--- src/rtl/cpu_mem_access_if.sv ---
// Data-bus interface between the MEM stage and the data memory / bus slave.
// Request side (driven by the master): bus_req, bus_we, bus_addr, bus_wdata, bus_be.
// Response side (driven by the slave): bus_ack, bus_rdata, bus_err.
// bus_rdata and bus_err are only meaningful in the bus_ack cycle.
// bus_ack is only sampled while bus_req is high.
interface cpu_mem_access_if #(
  parameter int ADDR_W = 32,
  parameter int DATA_W = 32
);
  logic              bus_req;
  logic              bus_we;
  logic [ADDR_W-1:0] bus_addr;
  logic [DATA_W-1:0] bus_wdata;
  logic [3:0]        bus_be;
  logic              bus_ack;
  logic [DATA_W-1:0] bus_rdata;
  logic              bus_err;

  modport master (
    output bus_req, bus_we, bus_addr, bus_wdata, bus_be,
    input  bus_ack, bus_rdata, bus_err
  );

  modport slave (
    input  bus_req, bus_we, bus_addr, bus_wdata, bus_be,
    output bus_ack, bus_rdata, bus_err
  );
endinterface

--- src/rtl/cpu_mem_access.sv ---
// Memory-access (MEM) stage of the TrivialMIPS pipeline.
// Runs LW/SW over a req/ack data bus. It detects misaligned addresses and bus
// errors, and merges them with the exception record coming from EX.
// Ports:
//   clk, rst          pipeline clock, synchronous active-high reset
//   valid_in          EX/MEM register holds a live instruction
//   flush             commit logic squashes the instruction in this stage
//   hold              later stage stalled; a finished access keeps its result
//   req_*             memory request from EX (ce/we/addr/wdata/sel)
//   ret_in            EX result word
//   ex_occur/eret/code  upstream exception info
//   bus               data-bus master port (cpu_mem_access_if.master)
//   wb_data           write-back word
//   stall_req         freeze EX/MEM and earlier stages
//   exc_occur/eret/code, badvaddr  merged exception record for commit
module cpu_mem_access #(
  parameter int ADDR_W = 32,
  parameter int DATA_W = 32
) (
  input  logic              clk,
  input  logic              rst,
  input  logic              valid_in,
  input  logic              flush,
  input  logic              hold,
  input  logic              req_ce,
  input  logic              req_we,
  input  logic [ADDR_W-1:0] req_addr,
  input  logic [DATA_W-1:0] req_wdata,
  input  logic [3:0]        req_sel,
  input  logic [DATA_W-1:0] ret_in,
  input  logic              ex_occur,
  input  logic              ex_eret,
  input  logic [4:0]        ex_code,
  cpu_mem_access_if.master  bus,
  output logic [DATA_W-1:0] wb_data,
  output logic              stall_req,
  output logic              exc_occur,
  output logic              exc_eret,
  output logic [4:0]        exc_code,
  output logic [ADDR_W-1:0] badvaddr
);

  localparam logic [4:0] EXC_ADEL = 5'h04;
  localparam logic [4:0] EXC_ADES = 5'h05;
  localparam logic [4:0] EXC_DBE  = 5'h07;

  typedef enum logic [1:0] {
    IDLE  = 2'd0,
    REQ   = 2'd1,
    DONE  = 2'd2,
    ABORT = 2'd3
  } state_t;

  state_t            state;
  state_t            state_nxt;
  logic [DATA_W-1:0] rdata_q;
  logic              err_q;

  logic misaligned;
  logic go;

  assign misaligned = valid_in & req_ce & (req_addr[1:0] != 2'b00);
  assign go         = valid_in & req_ce & ~flush & ~ex_occur & (req_addr[1:0] == 2'b00);

  // State register
  always_ff @(posedge clk) begin
    if (rst) state <= IDLE;
    else     state <= state_nxt;
  end

  // Next-state logic. A transfer already on the bus is never abandoned:
  // a flush before the ack parks in ABORT until the slave completes.
  always_comb begin
    state_nxt = state;
    case (state)
      IDLE:  if (go) state_nxt = REQ;
      REQ: begin
        if (bus.bus_ack) state_nxt = flush ? IDLE : DONE;
        else if (flush)  state_nxt = ABORT;
      end
      ABORT: if (bus.bus_ack) state_nxt = IDLE;
      DONE:  if (~hold | flush) state_nxt = IDLE;
      default: state_nxt = IDLE;
    endcase
  end

  // Bus request registers and captured response
  always_ff @(posedge clk) begin
    if (rst) begin
      bus.bus_req   <= 1'b0;
      bus.bus_we    <= 1'b0;
      bus.bus_addr  <= '0;
      bus.bus_wdata <= '0;
      bus.bus_be    <= 4'b0000;
      rdata_q       <= '0;
      err_q         <= 1'b0;
    end else begin
      case (state)
        IDLE: begin
          if (go) begin
            bus.bus_req   <= 1'b1;
            bus.bus_we    <= req_we;
            bus.bus_addr  <= req_addr;
            bus.bus_wdata <= req_wdata;
            bus.bus_be    <= req_sel;
          end
        end
        REQ: begin
          if (bus.bus_ack) begin
            bus.bus_req <= 1'b0;
            // A flushed access completes on the bus but its data is dropped.
            if (~flush) begin
              rdata_q <= bus.bus_rdata;
              err_q   <= bus.bus_err;
            end
          end
        end
        ABORT: if (bus.bus_ack) bus.bus_req <= 1'b0;
        default: ;
      endcase
    end
  end

  // Output logic
  always_comb begin
    stall_req = 1'b0;
    wb_data   = ret_in;
    exc_occur = 1'b0;
    exc_eret  = 1'b0;
    exc_code  = 5'h00;
    badvaddr  = '0;
    if (rst) begin
      wb_data = '0;
    end else begin
      case (state)
        IDLE:        stall_req = go;
        REQ, ABORT:  stall_req = 1'b1;
        default:     stall_req = 1'b0;
      endcase

      if (state == DONE && ~req_we) wb_data = rdata_q;

      // Exception merge; EX-stage exceptions win over anything found here.
      if (valid_in) begin
        if (ex_occur) begin
          exc_occur = 1'b1;
          exc_eret  = ex_eret;
          exc_code  = ex_code;
        end else if (misaligned) begin
          exc_occur = 1'b1;
          exc_code  = req_we ? EXC_ADES : EXC_ADEL;
          badvaddr  = req_addr;
        end else if (state == DONE && err_q) begin
          exc_occur = 1'b1;
          exc_code  = EXC_DBE;
          badvaddr  = req_addr;
        end
      end
    end
  end

endmodule

--- src/flat_wrapper.sv ---
// flat-port wrapper written by rule: the top's interface ports become plain ports
module cpu_mem_access_flat 
#(
  parameter int ADDR_W = 32,
  parameter int DATA_W = 32
)
  (clk, rst, valid_in, flush, hold, req_ce, req_we, req_addr, req_wdata, req_sel, ret_in, ex_occur, ex_eret, ex_code, wb_data, stall_req, exc_occur, exc_eret, exc_code, badvaddr, bus_bus_req, bus_bus_we, bus_bus_addr, bus_bus_wdata, bus_bus_be, bus_bus_ack, bus_bus_rdata, bus_bus_err);
  cpu_mem_access_if #(.ADDR_W(ADDR_W), .DATA_W(DATA_W)) bus_i ();
  input  logic clk;
  input  logic rst;
  input  logic valid_in;
  input  logic flush;
  input  logic hold;
  input  logic req_ce;
  input  logic req_we;
  input  logic [ADDR_W-1:0] req_addr;
  input  logic [DATA_W-1:0] req_wdata;
  input  logic [3:0] req_sel;
  input  logic [DATA_W-1:0] ret_in;
  input  logic ex_occur;
  input  logic ex_eret;
  input  logic [4:0] ex_code;
  output logic [DATA_W-1:0] wb_data;
  output logic stall_req;
  output logic exc_occur;
  output logic exc_eret;
  output logic [4:0] exc_code;
  output logic [ADDR_W-1:0] badvaddr;
  output wire logic [$bits(bus_i.bus_req)-1:0] bus_bus_req;
  output wire logic [$bits(bus_i.bus_we)-1:0] bus_bus_we;
  output wire logic [$bits(bus_i.bus_addr)-1:0] bus_bus_addr;
  output wire logic [$bits(bus_i.bus_wdata)-1:0] bus_bus_wdata;
  output wire logic [$bits(bus_i.bus_be)-1:0] bus_bus_be;
  input wire logic [$bits(bus_i.bus_ack)-1:0] bus_bus_ack;
  input wire logic [$bits(bus_i.bus_rdata)-1:0] bus_bus_rdata;
  input wire logic [$bits(bus_i.bus_err)-1:0] bus_bus_err;
  assign bus_bus_req = bus_i.bus_req;
  assign bus_bus_we = bus_i.bus_we;
  assign bus_bus_addr = bus_i.bus_addr;
  assign bus_bus_wdata = bus_i.bus_wdata;
  assign bus_bus_be = bus_i.bus_be;
  assign bus_i.bus_ack = bus_bus_ack;
  assign bus_i.bus_rdata = bus_bus_rdata;
  assign bus_i.bus_err = bus_bus_err;
  cpu_mem_access #(.ADDR_W(ADDR_W), .DATA_W(DATA_W)) u_core (.clk(clk), .rst(rst), .valid_in(valid_in), .flush(flush), .hold(hold), .req_ce(req_ce), .req_we(req_we), .req_addr(req_addr), .req_wdata(req_wdata), .req_sel(req_sel), .ret_in(ret_in), .ex_occur(ex_occur), .ex_eret(ex_eret), .ex_code(ex_code), .bus(bus_i), .wb_data(wb_data), .stall_req(stall_req), .exc_occur(exc_occur), .exc_eret(exc_eret), .exc_code(exc_code), .badvaddr(badvaddr));
endmodule
--- config.mk ---
export PLATFORM = sky130hd
export DESIGN_NAME = cpu_mem_access_flat
export DESIGN_NICKNAME = d
export VERILOG_FILES = /design/src/rtl/cpu_mem_access_if.sv /design/src/rtl/cpu_mem_access.sv /design/src/flat_wrapper.sv
export SDC_FILE = /design/constraint.sdc
export NUM_CORES = 1
export LEC_CHECK = 0
export CORE_ASPECT_RATIO = 1.1
export CORE_MARGIN = 2
export CORE_UTILIZATION = 35
export DETAILED_ROUTE_END_ITERATION = 8
export PLACE_DENSITY_LB_ADDON = 0.12
export SETUP_SLACK_MARGIN = 0.5
export SYNTH_ARGS = -nofsm -noshare
export SYNTH_HDL_FRONTEND = slang
export SYNTH_SLANG_ARGS = --single-unit
--- constraint.sdc ---
create_clock -name clk -period 1.9 [get_ports clk]
set_input_delay 0.475 -clock clk [delete_from_list [all_inputs] [get_ports clk]]
set_output_delay 0.475 -clock clk [all_outputs]
set_load 0.005 [all_outputs]
==> summary.md, run 1 <==
| Metric | Value |
|---|---|
| Status | finished with violations |
| Failing checks | setup timing |
| Clk Latency, worst-skew pair | 0.34 ns |
| Area of the multi-input gates | 3810 µm² |
| Layout Utilization | 0.723 |
| Vias | 5786 |
| Post-route ant nets | 0 |
| # diodes | 0 |
| CP arrival | 1.82 ns |
| Leakage power | 4.85 nW |
| Synth warn | 0 |
| Initial DRT Pass Iterations | 4 |
| Initial DRC count | 169 |
| Register Area | 2140 µm² |
| Largest family of logic cells by synthesized area | simple AND/OR/NAND/NOR gates |
| Syn_nets | 773 |
| Die area | 16000 µm² |
| Cell depth of the worst setup path | 7 |
| Clk root buf | clkbuf_16 |
| Number of flops mapped to enable cells by yosys | 0 |
| Ports | 290 |
| R2R Path End | u_core.bus.bus_wdata[16]$_SDFFE_PP0P_ |
| Fillers | 1079 |
| Commonest cells in the netlist | 135 x nand2b_1, 132 x nand2_1, 105 x dfxtp_1 |
| Via/cell ratio | 4.84 |
| Unrepaired setup endpoints after global routing | yes |
| Yosys top cell by area | dfxtp_1 |
| Cell Area, Synth | 5260 µm² |
| Sequential area share after synthesis | 0.400 |
| DRC | 0 |
| Synth top area share | 0.400 |
| WHS Path Cells | 2 |
| Pin count of the biggest net entering global routing | 119 |
| CTS tree | yes |
| Crit path to | badvaddr[5] |
| Most frequent cell after synthesis | nand2b_1 |
| Synth top area cells | dfxtp_1 40%, nand2b_1 16%, mux2i_1 13% |
| IO Port Bufs | 289 |
| Final hold violations | 0 |
| Die height | 133 µm |
| Crit-path cells | nand3b_4, a211oi_4, buf_4, buf_12, buf_8, and2_1, clkdlybuf4s15_2 |
| Mux cell area share after synthesis | 0.129 |
| All-Layer GR Usage | 0.237 |
| Clk sinks | 105 |
| DR WL/cell | 17.6 µm |
| First-pass GRT wire length | 30.2 mm |
| Initial Util | 0.354 |
| Overall Power | 0.00511 W |
| Crit end category | output pin |
| Maximum vdd ir drop | 0.000523 V |
| Synth cell types | 29 |
| Final Setup Violations | 140 |
| Clock transition at path regs | 0.07 ns |
| Final worst path period share | 1.21 |
| HPWL after detailed placement | 12.4 mm |
| Fin. max-slew vios | 0 |
| HP Class | flop to flop |
| Crit-path leading delay family | buffers and inverters |
| Post-route cell area | 10800 µm² |
| Flops & latches, synth | 105 |
| Vias in the first global route | 5874 |
| Cells on worst reg2reg path | 15 |
| Buf/Inv on CP | 4 |
| Core box area | 14900 µm² |
| Post-Synth Adder-Cell Area | 0 |
| Reg2reg setup slack | -0.34 ns |
| Slew @ Worst Pin | 0.622 ns |
| Cts hold-fix bufs | 0 |
| Final setup margin | -0.392 ns |
| CTS Buf Count | 9 |
| Pwr/cell area | 476 nW/µm² |
| Final setup skew | 0.00688 ns |
| H-tree levels | 3 |
| Placed Area | 8860 µm² |
| Cells after Synth | 625 |
| Die X-Extent | 121 µm |
| Startpoint types | flop |
| Cell Rows | 47 |
| WS Path Type | flop to output pin |
| F_max | 0.436 GHz |
| Maxcap violations | 0 |
| Avg Cell Area, Syn | 8.42 µm² |
| Post-synthesis simple-gate area fraction | 0.329 |
| Worst relative slew slack | 0.585 |
| Fin nets | 1142 |
| Synth Area in XOR/XNOR | 0 |
| Launch point of the worst reg-to-reg path | u_core.state[1]$_SDFFE_PP0P_ |
| Post-synth ARST share | 0 |
| Detailed Route WL | 21.1 mm |
| Post-synthesis compound-gate area fraction | 0.0806 |
| Initial antenna violation count | 0 |
| Worst setup path start | u_core.state[0]$_SDFFE_PP0P_ |
| Area Overhead vs Synth | 104% |
| Tmin final | 2.29 ns |
| Share of cells above drive strength 1 | 0.485 |
| Pre-CTS setup slack | -0.879 ns |
| Required @ worst endpoint | 1.42 ns |
| Clock buffer depth | 2 |
| Main flop type after synthesis | dfxtp_1 |
| Slowest cell on the critical path | dfxtp_2 |
| Crit path largest cell delay | 0.35 ns |
| GRT overflow | 0 |
| RD Place Congestion | 0.748 |
| Crit-path max FO | 5 |
[power by group]
group	internal (W)	total (W)	switching [W]
combinational	0.000553	0.000873	0.000320
sequential	0.00221	0.00222	0.00000751
clock	0.00120	0.00202	0.000827
total	0.00396	0.00511	0.00115
[worst min-delay path by stage]
stage	from	end	slack, ns
CTS	u_core.rdata_q[1]$_SDFFE_PP0P_	u_core.rdata_q[1]$_SDFFE_PP0P_	0.46
finish	u_core.bus.bus_addr[13]$_SDFFE_PP0P_	u_core.bus.bus_addr[13]$_SDFFE_PP0P_	0.47
detailed placement	u_core.rdata_q[6]$_SDFFE_PP0P_	u_core.rdata_q[6]$_SDFFE_PP0P_	0.45
global route	u_core.bus.bus_addr[29]$_SDFFE_PP0P_	u_core.bus.bus_addr[29]$_SDFFE_PP0P_	0.48
global placement	u_core.rdata_q[29]$_SDFFE_PP0P_	u_core.rdata_q[29]$_SDFFE_PP0P_	0.44
floorplan	u_core.rdata_q[24]$_SDFFE_PP0P_	u_core.rdata_q[24]$_SDFFE_PP0P_	0.43
[cell usage in the layout, fill, tap and decap left out, types with 3 or more instances in the layout]
| master | instances |
|---|---|
| mux2i_1 | 66 |
| clkbuf_2 | 25 |
| a21oi_2 | 60 |
| dfxtp_1 | 73 |
| o21ai_0 | 4 |
| buf_4 | 44 |
| nand2b_1 | 134 |
| and3_4 | 3 |
| clkdlybuf4s15_1 | 29 |
| clkbuf_16 | 13 |
| buf_12 | 19 |
| dfxtp_2 | 31 |
| nand2_2 | 35 |
| a21oi_1 | 8 |
| nand2_4 | 62 |
| clkdlybuf4s15_2 | 13 |
| dlygate4sd2_1 | 5 |
| and2_1 | 10 |
| buf_16 | 16 |
| buf_8 | 3 |
| clkdlybuf4s50_1 | 135 |
| and2_4 | 22 |
| buf_6 | 62 |
| nand2_1 | 35 |
| buf_2 | 52 |
[kinds of logic (layout without fill, tap and decap cells)]
logic type	after synthesis	in the layout
AND/OR/NAND/NOR	323	323
AO/OA/AOI/OAI	78	78
flip-flops	105	105
multiplexers	68	68
buffers and inverters	51	425
[per-layer routing]
layer,share of wire,global-route usage
met4,0.033,0.0820
met5,0,0
met2,0.53,0.432
met1,0.37,0.260
met3,0.067,0.0690
[repair_timing]
item                                    CTS  global route
cloned                                   17             4
pin swaps                                41           113
setup buffers                            37             4
endpoints found under the setup margin  246           236
gates resized for setup                 591           227
[metrics by stage]
| step | TNS [ns] | instances | hold slack [ns] |
|---|---|---|---|
| 2_1_floorplan | 0 | 625 | 0.435 |
| 4_1_cts | -33.70 | 1187 | 0.459 |
| 6_report | -40.55 | 1195 | 0.471 |
| 3_3_place_gp | -78.68 | 1117 | 0.442 |
| 3_5_place_dp | -82.17 | 1117 | 0.447 |
| 5_1_grt | -50.60 | 1195 | 0.482 |
[worst min-delay path: cells and delay by family (launching register included)]
family,cells,cell delay (ns)
and+or+nand+nor,1,0.06
DFF,1,0.31
muxes,1,0.06
[layout make-up]
| class | instances | area share |
|---|---|---|
| clock buffer | 12 | 0.0229 |
| inverter | 1 | 0.000349 |
| tap | 196 | 0.0228 |
| clock inverter | 4 | 0.00710 |
| timing repair buffer | 408 | 0.393 |
| sequential | 105 | 0.199 |
| multi-input combinational | 469 | 0.354 |
[registers in the layout, summed over array words and instances, names as in the netlist]
name and count:
u_core.bus.bus_addr 32, u_core.bus.bus_be 4, u_core.bus.bus_req 1, u_core.bus.bus_wdata 32, u_core.bus.bus_we 1, u_core.err_q 1, u_core.rdata_q 32, u_core.state 2
(Power assumes the default switching activity.)
==> run 2, diff against run 1 <==
--- a/config.mk
+++ b/config.mk
@@ -5,10 +5,13 @@
 export SDC_FILE = /design/constraint.sdc
 export NUM_CORES = 1
 export LEC_CHECK = 0
+export CELL_PAD_IN_SITES_DETAIL_PLACEMENT = 1
+export CELL_PAD_IN_SITES_GLOBAL_PLACEMENT = 1
 export CORE_ASPECT_RATIO = 1.1
 export CORE_MARGIN = 2
-export CORE_UTILIZATION = 35
+export CORE_UTILIZATION = 25
 export DETAILED_ROUTE_END_ITERATION = 8
+export GPL_TIMING_DRIVEN = 0
 export PLACE_DENSITY_LB_ADDON = 0.12
 export SETUP_SLACK_MARGIN = 0.5
 export SYNTH_ARGS = -nofsm -noshare
==> summary.md, run 2 (same netlist as run 1, synthesis figures left out) <==
| Metric | Value |
|---|---|
| Final Setup Violations | 69 (was 140) |
| Cell Rows | 55 (was 47) |
| Cts hold-fix bufs | 0 (unchanged) |
| Slew @ Worst Pin | 0.664 ns (was 0.622 ns) |
| # diodes | 0 (unchanged) |
| Commonest non-fill, non-tap cell in the layout | clkdlybuf4s50_1 (unchanged) |
| Via/cell ratio | 4.46 (was 4.84) |
| Vias in the first global route | 5985 (was 5874) |
| Reg2reg setup slack | 0.16 ns (was -0.34 ns) |
| DR WL/cell | 17.2 µm (was 17.6 µm) |
| Crit-path cells | buf_6, nand3b_4, a211oi_4, buf_6, buf_6, buf_6, buf_6, and2_4, buf_6 (was nand3b_4, a211oi_4, buf_4, buf_12, buf_8, and2_1, clkdlybuf4s15_2) |
| Clock transition at path regs | 0.07 ns (about the same) |
| Status | finished with violations (unchanged) |
| Slowest cell on the critical path | dfxtp_2 (unchanged) |
| Initial DRC count | 130 (was 169) |
| Core box area | 20600 µm² (was 14900 µm²) |
| Most frequent cells in the layout | 136 x clkdlybuf4s50_1, 134 x nand2b_1, 99 x nand2_1, 66 x mux2i_1, 60 x dfxtp_2 (was 135 x clkdlybuf4s50_1, 134 x nand2b_1, 73 x dfxtp_1, 66 x mux2i_1) |
| Post-route cell area | 9990 µm² (was 10800 µm²) |
| Largest regs | u_core.bus.bus_addr: 32 flops, u_core.bus.bus_wdata: 32 flops, u_core.rdata_q: 32 flops (unchanged) |
| Post-route ant nets | 0 (unchanged) |
| Final hold violations | 0 (unchanged) |
| DRC | 0 (unchanged) |
| Die X-Extent | 142 µm (was 121 µm) |
| Buf/Inv on CP | 6 (was 4) |
| Maximum vdd ir drop | 0.000380 V (was 0.000523 V) |
| Clk root buf | clkbuf_16 (unchanged) |
| H-tree levels | 3 (unchanged) |
| Final Hold Slack | 0.457 ns (was 0.471 ns) |
| Crit path largest cell delay | 0.33 ns (was 0.35 ns) |
| Fillers | 2331 (was 1079) |
| Pwr/cell area | 484 nW/µm² (was 476 nW/µm²) |
| Pin count of the biggest net entering global routing | 19 (was 119) |
| Crit-path max FO | 6 (was 5) |
| Die height | 156 µm (was 133 µm) |
| CP arrival | 1.87 ns (was 1.82 ns) |
| HP Class | flop to flop (unchanged) |
| Final setup skew | 0.00913 ns (was 0.00688 ns) |
| Failing checks | setup timing (unchanged) |
| CTS Buf Count | 9 (unchanged) |
| Worst relative slew slack | 0.557 (was 0.585) |
| Overall Power | 0.00483 W (was 0.00511 W) |
| Leakage power | 3.96 nW (was 4.85 nW) |
| Detailed Route WL | 21.5 mm (was 21.1 mm) |
| Crit path top cell by count | buf_6 |
| WS Path Type | flop to output pin (unchanged) |
| Clk Latency, worst-skew pair | 0.35 ns (was 0.34 ns) |
| Crit end category | output pin (unchanged) |
| Area Overhead vs Synth | 90.0% (was 104%) |
| All-Layer GR Usage | 0.186 (was 0.237) |
| RD Place Congestion | 0.717 (was 0.748) |
| Final worst path period share | 1.23 (was 1.21) |
| First-pass GRT wire length | 32.3 mm (was 30.2 mm) |
| F_max | 0.427 GHz (was 0.436 GHz) |
| Final setup margin | -0.442 ns (was -0.392 ns) |
| Vias | 5575 (was 5786) |
| GRT overflow | 0 (unchanged) |
| Maxcap violations | 0 (unchanged) |
| Layout Utilization | 0.484 (was 0.723) |
| IO Port Bufs | 288 (was 289) |
| Clk sinks | 105 (unchanged) |
| Clock buffer depth | 2 (unchanged) |
| Required @ worst endpoint | 1.42 ns (about the same) |
| Die area | 22200 µm² (was 16000 µm²) |
| Initial DRT Pass Iterations | 4 (unchanged) |
| Initial Util | 0.255 (was 0.354) |
| HPWL after detailed placement | 15.6 mm (was 12.4 mm) |
| Initial antenna violation count | 0 (unchanged) |
| Startpoint types | flop (unchanged) |
| Tmin final | 2.34 ns (was 2.29 ns) |
| Ports | 290 (unchanged) |
| CTS tree | yes (unchanged) |
| Fin. max-slew vios | 0 (unchanged) |
| Placed Area | 8770 µm² (was 8860 µm²) |
| Share of cells above drive strength 1 | 0.431 (was 0.485) |
| Fin nets | 1137 (was 1142) |
| Crit-path leading delay family | buffers and inverters (unchanged) |
| Unrepaired setup endpoints after global routing | yes (unchanged) |
==> run 2: repair_timing <==
action / CTS / global route
setup buffers: 36 / 16
gates resized for setup: 636 / 97
pin swaps: 29 / 10
endpoints found under the setup margin: 246 / 216
gates cloned: 12 / 1
==> run 2: path summary, 6_finish.rpt <==
check	from	to	depth (start not counted)
worst max-delay path	u_core.state[0]$_SDFFE_PP0P_	badvaddr[20]	9
worst min register to register	u_core.rdata_q[29]$_SDFFE_PP0P_	u_core.rdata_q[29]$_SDFFE_PP0P_	2
worst min-delay path	u_core.rdata_q[29]$_SDFFE_PP0P_	u_core.rdata_q[29]$_SDFFE_PP0P_	2
worst max register to register	u_core.state[0]$_SDFFE_PP0P_	u_core.bus.bus_req$_SDFFE_PP0P_	9
==> run 2: layout make-up <==
| class | count | area, µm² | share of cell area |
|---|---|---|---|
| Clock inverter | 7 | 52.6 | 0.00526 |
| Tap cell | 256 | 320 | 0.0321 |
| Sequential cell | 105 | 2180 | 0.218 |
| Buffer | 50 | 528 | 0.0528 |
| Timing Repair Buffer | 353 | 3440 | 0.344 |
| Clock buffer | 9 | 225 | 0.0225 |
| Inverter | 1 | 3.75 | 0.000376 |
| Multi-Input combinational cell | 469 | 3240 | 0.325 |
==> run 2: power by group <==
part	switching, W	internal (W)	leakage, nW
logic	0.000289	0.000512	2.95
registers	0.00000686	0.00221	0.878
clock network	0.000914	0.000903	0.137
total	0.00121	0.00362	3.96
==> run 2: per-layer routing <==
layer / track usage / vias up / routed length [µm]
li1: - / 2751 / -
met1: 0.205 / 2645 / 8570
met2: 0.348 / 164 / 11300
met3: 0.0534 / 15 / 1400
met4: 0.0448 / 0 / 218
met5: 0 / - / 0
==> run 2: worst reg2reg max path: cells and delay by family, from the launching register on <==
kind,cells,cell delay (ns)
flops,1,0.34
buf+inv,7,0.85
compound gates,1,0.20
simple gates,1,0.26
==> run 2: per-stage QoR <==
| step | worst slack, ns | cells | setup TNS [ns] |
|---|---|---|---|
| 2_1_floorplan | 0.144 | 625 | 0 |
| 6_report | -0.442 | 1250 | -23.51 |
| 3_3_place_gp | -1.19 | 1169 | -94.65 |
| 5_1_grt | -0.529 | 1250 | -28.59 |
| 4_1_cts | -0.443 | 1233 | -23.69 |
| 3_5_place_dp | -1.22 | 1169 | -100.16 |
